**config.mk**
```make
export PLATFORM = sky130hd
export DESIGN_NAME = fsm2_seq_ctrl
export DESIGN_NICKNAME = d
export VERILOG_FILES = /design/src/rtl/fsm2_seq_ctrl.sv
export SDC_FILE = /design/constraint.sdc
export NUM_CORES = 1
export LEC_CHECK = 0
export CELL_PAD_IN_SITES_DETAIL_PLACEMENT = 0
export CELL_PAD_IN_SITES_GLOBAL_PLACEMENT = 1
export CORE_ASPECT_RATIO = 1.1
export CORE_UTILIZATION = 40
export CTS_BUF_LIST = sky130_fd_sc_hd__clkbuf_4 sky130_fd_sc_hd__clkbuf_8
export DETAILED_ROUTE_END_ITERATION = 8
export GPL_TIMING_DRIVEN = 1
export PLACE_DENSITY_LB_ADDON = 0.1
export SKIP_LAST_GASP = 1
export SYNTH_ARGS = -nofsm -noshare
export SYNTH_HDL_FRONTEND = slang
export SYNTH_SLANG_ARGS = --single-unit
export TNS_END_PERCENT = 20
```
**constraint.sdc**
```tcl
create_clock -name clk -period 2.2 [get_ports clk]
set_clock_uncertainty 0.15 [all_clocks]
set_input_delay 0.55 -clock clk [delete_from_list [all_inputs] [get_ports clk]]
set_output_delay 0.55 -clock clk [all_outputs]
set_load 0.02 [all_outputs]
```
**src/rtl/fsm2_seq_ctrl.sv**
```systemverilog
// Sequencing controller for the IDLE/S1/S2/ER protocol FSM: walks one round trip per
// start, recovers the FSM on error or step timeout, and keeps saturating pass/fail counts.
module fsm2_seq_ctrl #(
    parameter int unsigned TIMEOUT = 8,
    parameter int unsigned TO_W    = 4,
    parameter int unsigned CNT_W   = 8
) (
    input  logic             clk,
    input  logic             rst,
    input  logic             start,
    output logic             busy,
    output logic             done,
    output logic             fail,
    output logic             i1,
    output logic             i2,
    input  logic             o1,
    input  logic             o2,
    input  logic             err,
    output logic [CNT_W-1:0] pass_cnt,
    output logic [CNT_W-1:0] fail_cnt
);

    typedef enum logic [2:0] {
        C_IDLE,
        C_GO_S1,
        C_GO_S2,
        C_RETURN,
        C_RECOVER
    } ctrl_state_e;

    localparam logic [2:0]       ST_IDLE  = 3'b000;
    localparam logic [2:0]       ST_S1    = 3'b100;
    localparam logic [2:0]       ST_S2    = 3'b010;
    localparam logic [2:0]       ST_ER    = 3'b111;
    localparam logic [TO_W-1:0]  TMR_LAST = TO_W'(TIMEOUT - 1);
    localparam logic [CNT_W-1:0] CNT_MAX  = '1;

    ctrl_state_e      state_q, state_d;
    logic [TO_W-1:0]  tmr_q, tmr_d;
    logic             i1_q, i1_d;
    logic             i2_q, i2_d;
    logic             busy_q, busy_d;
    logic             done_q, done_d;
    logic             fail_q, fail_d;
    logic [CNT_W-1:0] pass_cnt_q, pass_cnt_d;
    logic [CNT_W-1:0] fail_cnt_q, fail_cnt_d;

    logic [2:0]       st;
    logic [2:0]       exp_st;
    logic             tmr_last;

    assign st       = {o1, o2, err};
    assign tmr_last = (tmr_q == TMR_LAST);

    always_comb begin
        state_d    = state_q;
        tmr_d      = tmr_q + TO_W'(1);
        done_d     = 1'b0;
        fail_d     = 1'b0;
        pass_cnt_d = pass_cnt_q;
        fail_cnt_d = fail_cnt_q;
        exp_st     = ST_IDLE;

        unique case (state_q)
            C_GO_S1: exp_st = ST_S1;
            C_GO_S2: exp_st = ST_S2;
            default: exp_st = ST_IDLE;
        endcase

        unique case (state_q)
            C_IDLE: begin
                if (start) begin
                    state_d = C_GO_S1;
                end
            end
            C_GO_S1, C_GO_S2, C_RETURN: begin
                // Error status wins over a coincidental expected-status match.
                if (st == ST_ER) begin
                    state_d = C_RECOVER;
                end else if (st == exp_st) begin
                    unique case (state_q)
                        C_GO_S1: state_d = C_GO_S2;
                        C_GO_S2: state_d = C_RETURN;
                        default: begin
                            state_d    = C_IDLE;
                            done_d     = 1'b1;
                            pass_cnt_d = (pass_cnt_q == CNT_MAX) ? pass_cnt_q
                                                                 : pass_cnt_q + CNT_W'(1);
                        end
                    endcase
                end else if (tmr_last) begin
                    state_d = C_RECOVER;
                end
            end
            C_RECOVER: begin
                if (st == ST_IDLE || tmr_last) begin
                    state_d    = C_IDLE;
                    fail_d     = 1'b1;
                    fail_cnt_d = (fail_cnt_q == CNT_MAX) ? fail_cnt_q
                                                         : fail_cnt_q + CNT_W'(1);
                end
            end
            default: state_d = C_IDLE;
        endcase

        // Timer only runs inside a step; idle holds it at zero.
        if (state_d != state_q || state_q == C_IDLE) begin
            tmr_d = '0;
        end

        busy_d = (state_d != C_IDLE);
        i1_d   = (state_d == C_GO_S1) || (state_d == C_GO_S2) || (state_d == C_RETURN);
        i2_d   = (state_d == C_GO_S1) || (state_d == C_GO_S2);
    end

    always_ff @(posedge clk) begin
        if (rst) begin
            state_q    <= C_IDLE;
            tmr_q      <= '0;
            i1_q       <= 1'b0;
            i2_q       <= 1'b0;
            busy_q     <= 1'b0;
            done_q     <= 1'b0;
            fail_q     <= 1'b0;
            pass_cnt_q <= '0;
            fail_cnt_q <= '0;
        end else begin
            state_q    <= state_d;
            tmr_q      <= tmr_d;
            i1_q       <= i1_d;
            i2_q       <= i2_d;
            busy_q     <= busy_d;
            done_q     <= done_d;
            fail_q     <= fail_d;
            pass_cnt_q <= pass_cnt_d;
            fail_cnt_q <= fail_cnt_d;
        end
    end

    // In recovery i2 follows S1 directly so a stuck S1 is pushed into ER without delay.
    assign i2       = (state_q == C_RECOVER) ? (st == ST_S1) : i2_q;
    assign i1       = i1_q;
    assign busy     = busy_q;
    assign done     = done_q;
    assign fail     = fail_q;
    assign pass_cnt = pass_cnt_q;
    assign fail_cnt = fail_cnt_q;

endmodule

```
==> flow_summary_export.csv <==
group,metric,value,unit
outcome,outcome,"completed",
yosys,postSynthCellCount,177,
die,dieArea,4010,sq um
yosys,ys.flop_type,"dfxtp_1",
setup_path,endpoint,"fail_cnt[5]$_SDFFE_PP0P_",
setup_path,slowest_delay,390,ps
die,initial_utilization,0.415,
finish,drive_gt1_frac,0.185,
route,viasPerCell,5.27,
setup_path,end_kind,"register",
finish,diodes,0,
power,sw_frac_of_total,0.242,
route,dr.pass1.iters,4,
die,die_h,66.3,um
finish,final_core_util,0.575,
grt,overflow,0,
power,combPwrFrac,0.150,
clock_network,htreeDepth,1,
setup_path,worstSetupStartpoint,"o2",
power,power_density,476,nW/um^2
setup_path,crit_buf_inv,2,
yosys,yosys_register_bits,28,
sta,setup_viol,0,
power,power.share.clock,0.321,
grt,grt_usage,0.199,
sta,period_needed,2090,ps
power,power.switching,240,uW
setup_path,r2r_slack,170,ps
setup_path,worstPathArrival,2110,ps
sta,grt_setup_unrepaired,"no",
grt,antenna_found_initial,0,
power,irDropWorstVdd,0.317,mV
setup_path,cp_max_fo,12,
finish,multi_input_area,940,sq um
die,io_pins,27,
place,port_buffers,26,
worst_hold_path,hp-start,"tmr_q[0]$_SDFF_PP0_",
setup_path,r2r-start,"tmr_q[0]$_SDFF_PP0_",
route,route.detailed.drc,0,
yosys,yosys_warnings,0,
power,power_frac_seq,0.529,
route,drtAntennaViolNets,0,
route,drt_iter0_markers,72,
route,vias,1433,
power,fin_total_pwr,991,uW
setup_path,path_depth,7,
die,die_width,60.5,um
setup_path,worst_path_dominant_cell_family,"simple AND/OR/NAND/NOR gates",
setup_path,path_class,"primary input to register",
die,num_rows,23,
yosys,syn_area,1500,sq um
sta,maxSlewHeadroom,0.662,
clock_network,cts_tree,"built",
setup_path,r2r_cells,7,
yosys,syn_nets,186,
clock_network,clockBufferDepth,2,
sta,hold_violations,0,
setup_path,worstPathCellList,"dlygate4sd2_1, buf_6, or3_4, a21o_4, nor4_4, xnor2_1, nor2_1",
setup_path,crit_slowest_cell,"or3_4",
grt,grt_max_degree,16,
job,max_cap_violations,0,
clock_network,cts_buffers,3,
finish,seq_area,561,sq um
sta,worst_pin_slew,494,ps
setup_path,required,2230,ps
finish,syn_to_final_growth,38.5,%
yosys,seq_area_frac_synth,0.373,
worst_hold_path,hp-class,"register to register",
yosys,async_flop_share,0,
setup_path,critPathLaunchType,"primary input",
route,wire_per_inst,13.1,um
grt,grt_pass1_vias,1394,
power,intPower,751,uW
route,drt-total-wl,3570,um
yosys,avgSynthCellArea,8.50,sq um
yosys,synth_enable_flop_cells,0,
yosys,synthDistinctLibCells,52,
sta,max_freq,479,MHz
clock_network,clockRootBuffer,"clkbuf_8",
place,dp_hpwl,2600,um
sta,slew_violations,0,
clock_network,cts_num_sinks,28,
die,coreArea,3630,sq um
clock_network,path_clk_slew,90,ps
place,gp_congestion,0.785,
sta,fin_crit_sh,0.948,
grt,grt_pass1_wl,6120,um
finish,nets,232,
power,leakage,0.000770,uW
clock_network,clock_latency,270,ps
setup_path,rr_endpoint,"i2_q$_SDFF_PP0_",
finish,fillers,359,
==> state kept, by name, summed over array words and instances, names as in the netlist <==
signal and cells:
fail_cnt 8, done 1, state_q 3, tmr_q 4, i1 1, pass_cnt 8
fail 1, i2_q 1, busy 1
==> cell usage in the layout (no fill, tap or decap), types with 2 or more instances in the layout <==
cell              n
clkbuf_8          4
o21ai_1           2
dlygate4sd2_1     3
xnor2_1          11
and3_1            3
a211oi_1          3
or3_1             2
xor2_1            4
clkdlybuf4s50_1  22
ha_1              3
inv_1             6
buf_6             3
nand4bb_1         2
nand3b_1          2
mux2i_1           2
a21o_1            3
nand2_1          10
buf_4            21
dfxtp_1          28
nand3_1           7
nor4_4            4
a21oi_1           6
and2_1            4
o21ai_0           2
nor2_1           27
nor3_1            5
nor4b_1           2
nand4_1           2
==> cell type report <==
class | instances | area share
clock buffer | 4 | 0.0264
inverter | 6 | 0.0108
multi-input combinational | 134 | 0.451
sequential | 28 | 0.269
tap | 50 | 0.0300
timing repair buffer | 50 | 0.213
==> routing by layer <==
metal | wire [um] | GRT usage | share of wire | up-vias
met5 | 0 | 0 | 0 | -
met4 | 63 | 0.0597 | 0.018 | 0
met3 | 102 | 0.0274 | 0.029 | 8
met2 | 1840 | 0.360 | 0.52 | 31
met1 | 1560 | 0.238 | 0.44 | 672
li1 | - | - | - | 722
==> worst min path at each step <==
stage                                      to  slack (ps)  depth (start not counted)
after floorplan           tmr_q[0]$_SDFF_PP0_         270                          1
after global placement    tmr_q[0]$_SDFF_PP0_         290                          1
after detailed placement  tmr_q[0]$_SDFF_PP0_         300                          1
after CTS                 tmr_q[0]$_SDFF_PP0_         320                          1
after global routing      tmr_q[0]$_SDFF_PP0_         330                          1
final                     tmr_q[0]$_SDFF_PP0_         320                          1
==> power by group through the flow <==
stage | clock network [uW] | registers (uW) | logic (uW)
6_report | 318 | 525 | 149
5_1_grt | 344 | 526 | 163
3_3_place_gp | 0 | 536 | 144
4_1_cts | 330 | 525 | 148
3_5_place_dp | 0 | 537 | 147
2_1_floorplan | 0 | 541 | 78.9
==> through the flow <==
stage	instances	worst slack [ps]	hold slack [ps]	cell area (sq um)	TNS, ps
after floorplan	177	80.0	271	1500	0
final	272	114	318	2080	0
after global placement	265	-480	287	1940	-7820
after CTS	272	57.2	320	2080	0
after detailed placement	265	-500	304	1940	-8360
after global routing	272	6.85	335	2080	0
==> what timing repair did <==
item,4_1_cts,5_1_grt
endpoints found under the setup margin,21,5
setup buffers,3,0
hold buffers,0,0
pin swaps,5,0
resized for setup,19,1
==> kinds of logic (layout without fill, tap and decap cells) <==
group           after synthesis  count (layout)  share of synthesized area
fa+ha+maj                     3               3                     0.0250
xor+xnor                     15              15                     0.0874
simple gates                 82              82                      0.293
buf+inv                      15              60                     0.0458
flops                        28              28                      0.373
mux                           2               2                     0.0133
compound gates               32              32                      0.163
==> Yosys cell counts, types with 3 or more instances <==
cell type / n / area (sq um)
ha_1: 3 / 37.5
nor3_1: 6 / 30.0
clkbuf_1: 4 / 15.0
a21o_1: 3 / 22.5
nand2_1: 10 / 37.5
a21oi_1: 6 / 30.0
xor2_1: 4 / 35.0
inv_1: 6 / 22.5
and2_1: 4 / 25.0
and3_1: 3 / 18.8
xnor2_1: 11 / 96.3
nor4_1: 5 / 31.3
a211oi_1: 3 / 22.5
nand3_1: 7 / 35.0
nor2_1: 27 / 101
buf_2: 4 / 20.0
dfxtp_1: 28 / 561
==> worst register-to-register path, delay by kind of cell, from the launching register on <==
kind	cells	cell delay [ps]
AND/OR/NAND/NOR	3	480
buffers and inverters	1	170
adder cells (fa/ha/maj)	1	230
flip-flops	1	340
AO/OA/AOI/OAI	2	550
No activity file was read; power rests on OpenSTA's default activity.
